File: config.mk
export PLATFORM = sky130hd
export DESIGN_NAME = uart_tx_io
export DESIGN_NICKNAME = d
export VERILOG_FILES = /design/src/rtl/uart_pkg.sv /design/src/rtl/uart_tx_fifo.sv /design/src/rtl/uart_tx_io.sv
export SDC_FILE = /design/constraint.sdc
export NUM_CORES = 1
export LEC_CHECK = 0
export CORE_AREA = 10 10 107 109
export CTS_BUF_LIST = sky130_fd_sc_hd__clkbuf_4 sky130_fd_sc_hd__clkbuf_8
export CTS_CLUSTER_DIAMETER = 50
export DETAILED_ROUTE_END_ITERATION = 12
export DIE_AREA = 0 0 117 119
export GPL_TIMING_DRIVEN = 1
export PLACE_DENSITY = 0.67
export RECOVER_POWER = 50
export SLEW_MARGIN = 25
export SYNTH_ARGS = -nofsm -noshare
export SYNTH_HDL_FRONTEND = slang
export SYNTH_HIERARCHICAL = 1
export SYNTH_SLANG_ARGS = --single-unit
File: constraint.sdc
create_clock -name uarttx_clk -period 3.1 [get_ports uarttx_clk]
set_input_delay 0.31 -clock uarttx_clk [delete_from_list [all_inputs] [get_ports uarttx_clk]]
set_output_delay 0.31 -clock uarttx_clk [all_outputs]
set_load 0.005 [all_outputs]
File: src/rtl/uart_pkg.sv
// uart_pkg: shared state type, register offsets and status bit positions for the UART transmitter.
package uart_pkg;
  typedef enum logic [1:0] {IDLE, START, DATA, STOP} tx_state_t;
  localparam logic [1:0] ADDR_DATA = 2'b00;
  localparam logic [1:0] ADDR_STAT = 2'b10;
  localparam int ST_EMPTY = 0;
  localparam int ST_FULL = 1;
  localparam int ST_BUSY = 2;
  localparam int ST_OVF = 3;
  localparam int CLKS_PER_BIT_DEF = 200;
endpackage

File: src/rtl/uart_tx_fifo.sv
// uart_tx_fifo: single-clock first-word-fall-through byte FIFO.
module uart_tx_fifo #(
  parameter int FIFO_DEPTH = 8
) (
  input  logic       clk,
  input  logic       rst,
  input  logic       push,
  input  logic [7:0] din,
  input  logic       pop,
  output logic [7:0] dout,
  output logic       full,
  output logic       empty
);
  localparam int AW = $clog2(FIFO_DEPTH);
  logic [7:0] r_mem [FIFO_DEPTH];
  logic [AW-1:0] r_wp, r_rp;
  logic [AW:0] r_cnt;
  logic w_push, w_pop;
  assign full = r_cnt == (AW+1)'(FIFO_DEPTH);
  assign empty = r_cnt == '0;
  assign w_push = push & ~full;
  assign w_pop = pop & ~empty;
  assign dout = r_mem[r_rp];
  always_ff @(posedge clk)
    if (w_push) r_mem[r_wp] <= din;
  // Pointers wrap naturally because the depth is a power of two.
  always_ff @(posedge clk) begin
    if (rst) begin
      r_wp <= '0;
      r_rp <= '0;
      r_cnt <= '0;
    end else begin
      r_wp <= r_wp + AW'(w_push);
      r_rp <= r_rp + AW'(w_pop);
      r_cnt <= r_cnt + (AW+1)'(w_push) - (AW+1)'(w_pop);
    end
  end
endmodule

File: src/rtl/uart_tx_io.sv
// uart_tx_io: memory-mapped 8N1 UART transmitter with byte FIFO and pollable status word.
module uart_tx_io #(
  parameter int CLKS_PER_BIT = uart_pkg::CLKS_PER_BIT_DEF,
  parameter int FIFO_DEPTH = 8,
  parameter logic [1:0] ADDR_DATA = uart_pkg::ADDR_DATA,
  parameter logic [1:0] ADDR_STAT = uart_pkg::ADDR_STAT
) (
  input  logic        uarttx_clk,
  input  logic        uarttxrst,
  input  logic        txwrite,
  input  logic        txread,
  input  logic        txcs,
  input  logic [1:0]  txaddr,
  input  logic [15:0] txwdata,
  output logic [15:0] txrdata,
  output logic        tx
);
  import uart_pkg::*;
  localparam int CW = CLKS_PER_BIT > 1 ? $clog2(CLKS_PER_BIT) : 1;
  tx_state_t r_state;
  logic [CW-1:0] r_baud;
  logic [2:0] r_bit;
  logic [7:0] r_shift;
  logic r_tx, r_ovf;
  logic w_push, w_clr, w_full, w_empty, w_pop, w_tick, w_busy, w_unused_hi;
  logic [7:0] w_head;
  logic [15:0] w_stat;
  assign w_push = txcs & txwrite & (txaddr == ADDR_DATA);
  assign w_clr = txcs & txwrite & (txaddr == ADDR_STAT) & txwdata[3];
  assign w_tick = r_baud == CW'(CLKS_PER_BIT - 1);
  assign w_busy = r_state != IDLE;
  assign w_pop = ~w_empty & ((r_state == IDLE) | ((r_state == STOP) & w_tick));
  assign w_unused_hi = ^txwdata[15:8];
  assign tx = r_tx;
  uart_tx_fifo #(.FIFO_DEPTH(FIFO_DEPTH)) u_fifo (
    .clk(uarttx_clk),
    .rst(uarttxrst),
    .push(w_push),
    .din(txwdata[7:0]),
    .pop(w_pop),
    .dout(w_head),
    .full(w_full),
    .empty(w_empty)
  );
  always_comb begin
    w_stat = '0;
    w_stat[ST_EMPTY] = w_empty;
    w_stat[ST_FULL] = w_full;
    w_stat[ST_BUSY] = w_busy;
    w_stat[ST_OVF] = r_ovf;
    txrdata = (txcs & txread & (txaddr == ADDR_STAT)) ? w_stat : 16'h0000;
  end
  // Overflow uses the pre-edge full flag, so a same-cycle pop cannot rescue the byte.
  always_ff @(posedge uarttx_clk) begin
    if (uarttxrst) begin
      r_state <= IDLE;
      r_baud <= '0;
      r_bit <= '0;
      r_shift <= '0;
      r_tx <= 1'b1;
      r_ovf <= 1'b0;
    end else begin
      r_ovf <= (w_push & w_full) | (r_ovf & ~w_clr);
      r_baud <= (r_state == IDLE || w_tick) ? '0 : r_baud + CW'(1);
      if (w_pop) r_shift <= w_head;
      case (r_state)
        IDLE:
          if (w_pop) begin
            r_state <= START;
            r_tx <= 1'b0;
          end
        START:
          if (w_tick) begin
            r_state <= DATA;
            r_bit <= '0;
            r_tx <= r_shift[0];
          end
        DATA:
          if (w_tick) begin
            r_shift <= r_shift >> 1;
            r_bit <= r_bit + 3'd1;
            r_state <= (r_bit == 3'd7) ? STOP : DATA;
            r_tx <= (r_bit == 3'd7) ? 1'b1 : r_shift[1];
          end
        default:
          if (w_tick) begin
            r_state <= w_pop ? START : IDLE;
            r_tx <= ~w_pop;
          end
      endcase
    end
  end
endmodule

* Word level (Yosys, flattened, before mapping)
Memory sizes are Yosys's and may differ from the RTL's. A register that Yosys moved wholly into a read port is not among the register bits. Cells that the tools add are included.
Storage, ports and cells: register bits after elaboration 33, memory bits (writable) 64, input port bits 23, output and inout port bits 17, word-level logic and storage cells 77, memories kept 1
Operators by class: $add $sub $neg 6, equality and inequality tests 10, muxes and demuxes 23, bitwise logic cells 18, reduce and logical (&&, ||, !) cells 10
Memories:
- u_fifo.r_mem | depth 8, bits a word 8, rd ports 1, clocked after Yosys merged registers in 1, write ports 1, RTL line uart_tx_fifo.sv:15 | logic [7:0] r_mem [FIFO_DEPTH];
Operator list (count):
- $mux W8 | 3
- $and A1 B1 Y1 | 12
- $mux W1 | 9
- $mux W3 | 3
- $add A8 B1 Y8 const B | 1
- $eq A8 B8 Y1 const B | 1
- $mux W2 | 4
- $add A3 B1 Y3 | 2
- $eq A2 B2 Y1 const B | 3
- $pmux W2 S3 | 1
- $pmux W3 S2 | 1
- $reduce_bool A2 Y1 | 3
- $add A4 B1 Y4 | 1
- $eq A4 B4 Y1 const B | 1
- $logic_not A2 Y1 | 2
- $logic_not A4 Y1 | 1
- $mux W4 | 1
- $ne A2 B2 Y1 const B | 2
- $not A1 Y1 | 4
- $reduce_and A4 Y1 | 1
- $sub A4 B1 Y4 | 1
- $add A3 B1 Y3 const B | 1
- $eq A3 B3 Y1 const B | 1
- $pmux W1 S3 | 1
- 6 further kinds | 7

* Depth between registers and ports, before layout
depth after elaboration 7, depth in mapped cells 14, gate-level depth less buffers 13

* Cells and area by module
The synthesis kept the hierarchy.
Modules (own cells, without submodules):
- uart_tx_fifo | times used 1, cells each 157, area an instance 3045.4 sq um, sequential area each 2122.0 sq um
- uart_tx_io | times used 1, cells each 147, area an instance 1323.8 sq um, sequential area each 460.4 sq um

* Worst setup path before layout
OpenSTA, ideal clock, no wires.
path kind flip-flop to flip-flop, from register u_fifo.r_cnt[2], to register u_fifo.r_cnt[2], setup time 128 ps, arrival 2610 ps, data required time 2972 ps, slack 363 ps, stages on the path, launching flop included 15, path buffers 1, period minus slack after synthesis 2737 ps, cells stage by stage dfxtp_1 inv_1 ha_1 and3_1 and2b_1 a32oi_2 buf_6 inv_1 nor2b_1 ha_1 inv_1 ha_1 fa_1 xnor2_1 nor2_1
Between the ends: cells in the longest elaborated chain, start to end 5, elaborated cells between the ends (all ways) 9, those cells by class 2 x add/sub; 1 x eq/ne; 5 x bitwise; 1 x reduce/logical
RTL lines:
- start, declared | RTL line uart_tx_fifo.sv:17 | logic [AW:0] r_cnt;
- start signal, assigned | RTL line uart_tx_fifo.sv:35 | r_cnt <= r_cnt + (AW+1)'(w_push) - (AW+1)'(w_pop);
- $logic_not A4 Y1 | RTL line uart_tx_fifo.sv:20 | assign empty = r_cnt == '0;
- named net w_empty | RTL line uart_tx_io.sv:25 | logic w_push, w_clr, w_full, w_empty, w_pop, w_tick, w_busy, w_unused_hi;
- $not A1 Y1 | RTL line uart_tx_io.sv:32 | assign w_pop = ~w_empty & ((r_state == IDLE) | ((r_state == STOP) & w_tick));
- $and A1 B1 Y1 | RTL line uart_tx_io.sv:32
- named net w_pop | RTL line uart_tx_io.sv:25
- $and A1 B1 Y1 | RTL line uart_tx_fifo.sv:22 | assign w_pop = pop & ~empty;
- $sub A4 B1 Y4 | RTL line uart_tx_fifo.sv:35
The timed path passes the listed nets, and every way through them passes these cells. A chain may end at the register's enable or synchronous reset.

* Final worst setup path
Same ends and word-level chain as after synthesis.

==> flow_summary.ini <==
[run_status]
outcome = finished clean

[floorplan]
die_h_microns = 119
dieArea_sq_um = 13900
num_io_pins = 40
initial_utilization_pct = 46.2
core_area_sq_um = 9460
rows = 36
die_width_microns = 117

[cells_and_area]
finalNonFillerCells = 452
layout_common_cells = 64 x edfxtp_1, 33 x dfxtp_1, 31 x nor2_1, 18 x ha_1, 15 x mux4_1
syn_to_final_growth_pct = 10.5
num_antenna_cells = 0
mostFrequentLayoutCell = edfxtp_1
layout-drive-gt1-share_pct = 12.4
fin_nets = 375

[critical_path]
crit_family = adder cells
critPathBufInv = 3
worstSetupStartpointType = flop
crit_type = flop to flop
arrival_ps = 2870
cp_slowest_cell = fa_1
slowest_delay_ps = 440
cp_max_fo = 3
required_ps = 3350
worstPathCellList = inv_1 -> ha_1 -> and3_1 -> and2b_1 -> a32oi_2 -> inv_1 -> nor2b_1 -> ha_1 -> inv_1 -> ha_1 -> fa_1 -> xnor2_1 -> nor2_1
worst_setup_path_end_kind = flop

[sta]
hold_viol = 0
fmax_mhz = 382
finalCritPeriodShare_pct = 84.5
worst_pin_slew_ps = 790
max_slew_margin_pct = 47.3
finalClockSkew_ps = 7.96
setup_viol = 0
tns_ps = 0
rsz0062_at_grt = no
slew_viol_final = 0
final.min_clock_period_ps = 2620

[yosys]
syn_area_sq_um = 4370
syn_avg_cell_area_sq_um = 14.4
synth_edf_count = 64
yosysTopAreaCell = edfxtp_1
synth_cell_types = 47
ys.flop_type = edfxtp_1
ys_warn_count = 6
ys_ff_latch = 97
synth_cells = 304
synthTopCellsByArea = edfxtp_1 44%, dfxtp_1 15%, mux4_1 9.0%
async_flop_share_pct = 0
ys_seq_area_share_pct = 59.1
synthDominantCellAreaShare_pct = 44.0

[route]
first_pass_iters = 4
via_count = 2373
wirelength_microns = 7720
drtIter0Drc = 96
drc_errors = 0
viasPerCell = 5.25
ant_nets = 0
post_drt_wl_per_cell_microns = 17.1

[placed_design]
dp.cells = 436
hpwlAfterDp_microns = 5120
portBuffers = 19
gp_congestion = 0.780

[global_routing]
grt_max_degree = 20
grt_usage_pct = 11.7
antenna_found_initial = 0
grt_pass1_vias = 2421
overflow = 0
grt_pass1_wl_microns = 12400

[clock_tree]
cts_setup_buffers = 0
post_cts_resized = 0
cts_tree = done
cts_buffer_depth = 2
cts_buffers = 9
cts.sinks = 97
cts_root_buf = clkbuf_8
cts_hold_buf = 0
h-tree-depth = 3
clk_latency_ps = 360
clkSlewWorstSetupHoldPaths_ps = 100

[job]
drv_cap = 0

[power_and_ir_drop]
cellPowerDensity_nw_per_um2 = 653
peakVddDrop_mv = 0.439
p_leak_uw = 0.00178

[worst_hold_path]
worstHoldPathType = flop to flop
-- per-stage QoR --
stage | area [sq um] | hold slack [ps] | power [uW] | utilization [%] | setup WS, ps
after floorplan | 4410 | 409 | 2220 | - | 363
after global placement | 4650 | 457 | 2360 | 49.2 | 484
after detailed placement | 4650 | 464 | 2390 | 49.2 | 489
after CTS | 4840 | 488 | 3200 | 51.2 | 469
after global routing | 4830 | 513 | 3350 | 51.0 | 326
final | 4830 | 484 | 3150 | 51.0 | 482
-- flip-flops by register name (all words and copies together) (netlist names) --
name	count
u_fifo/r_rp	3
r_bit	3
r_baud	8
u_fifo/r_cnt	4
r_ovf	1
u_fifo/r_mem	64
tx	1
r_state	2
u_fifo/r_wp	3
r_shift	8
-- worst reg2reg max path: cells and delay by family, from the launching register on --
kind                     cells  cell delay (ps)
flip-flops                   1              310
adder cells (fa/ha/maj)      4             1100
XOR/XNOR                     1              140
AO/OA/AOI/OAI                1              220
buffers and inverters        3              180
AND/OR/NAND/NOR              4              560
-- path summary, 6_finish.rpt --
path,from,to,slack (ps),cells past startpoint
setup reg to reg,u_fifo/r_cnt[2],u_fifo/r_cnt[2],480,13
hold / removal,r_baud[0],r_baud[0],480,1
hold reg to reg,r_baud[0],r_baud[0],480,1
setup / recovery,u_fifo/r_cnt[2],u_fifo/r_cnt[2],480,13
-- synthesized netlist by cell type, types with 2 or more instances --
| cell | number |
|---|---|
| nor2_1 | 31 |
| nor2b_1 | 9 |
| a22oi_1 | 2 |
| buf_6 | 4 |
| and3_1 | 3 |
| buf_4 | 12 |
| clkbuf_1 | 5 |
| and3_2 | 3 |
| xor2_1 | 5 |
| o21ai_0 | 3 |
| nand2b_1 | 3 |
| a211oi_1 | 8 |
| nor3_1 | 3 |
| mux2i_1 | 9 |
| inv_1 | 13 |
| dfxtp_1 | 33 |
| nand2_1 | 3 |
| mux2_2 | 8 |
| nand3b_1 | 3 |
| xnor2_1 | 4 |
| a21oi_1 | 7 |
| ha_1 | 18 |
| and2_1 | 5 |
| nand3_1 | 9 |
| mux4_1 | 15 |
| edfxtp_1 | 64 |
| buf_2 | 2 |
-- layer usage --
layer | routed length (microns) | GRT usage, % | vias up
met5 | 0 | 0 | -
met4 | 125 | 3.94 | 0
met3 | 327 | 3.66 | 10
met2 | 3900 | 19.9 | 40
met1 | 3370 | 13.5 | 1153
li1 | - | - | 1170
-- kinds of logic (layout without fill, tap and decap cells) --
logic type                 count (synthesis)  after routing  synth area share [%]
muxes                                     33             33                  13.7
xor gates and xnor gates                   9              9                  1.80
AOI/OAI and AO/OA                         30             30                  5.07
DFF                                       97             97                  59.1
other                                      1             12                0.0858
adders and majority gates                 19             19                  5.61
and+or+nand+nor                           77             77                  9.25
buffers and inverters                     38             61                  5.41
-- cell type report --
cell class                 instances  area, sq um
inverter                          13         48.8
multi-input combinational        180         1580
clock inverter                     7         65.1
clock buffer                       9          124
sequential                        97         2580
fill                             801         4630
timing repair buffer              32          280
tap                              114          143
-- power by group --
group          switching [uW]  total (uW)  internal, uW
Sequential               72.8        1540          1470
Combinational             392         806           414
Clock                     484         801           316
(Power assumes the default switching activity.)
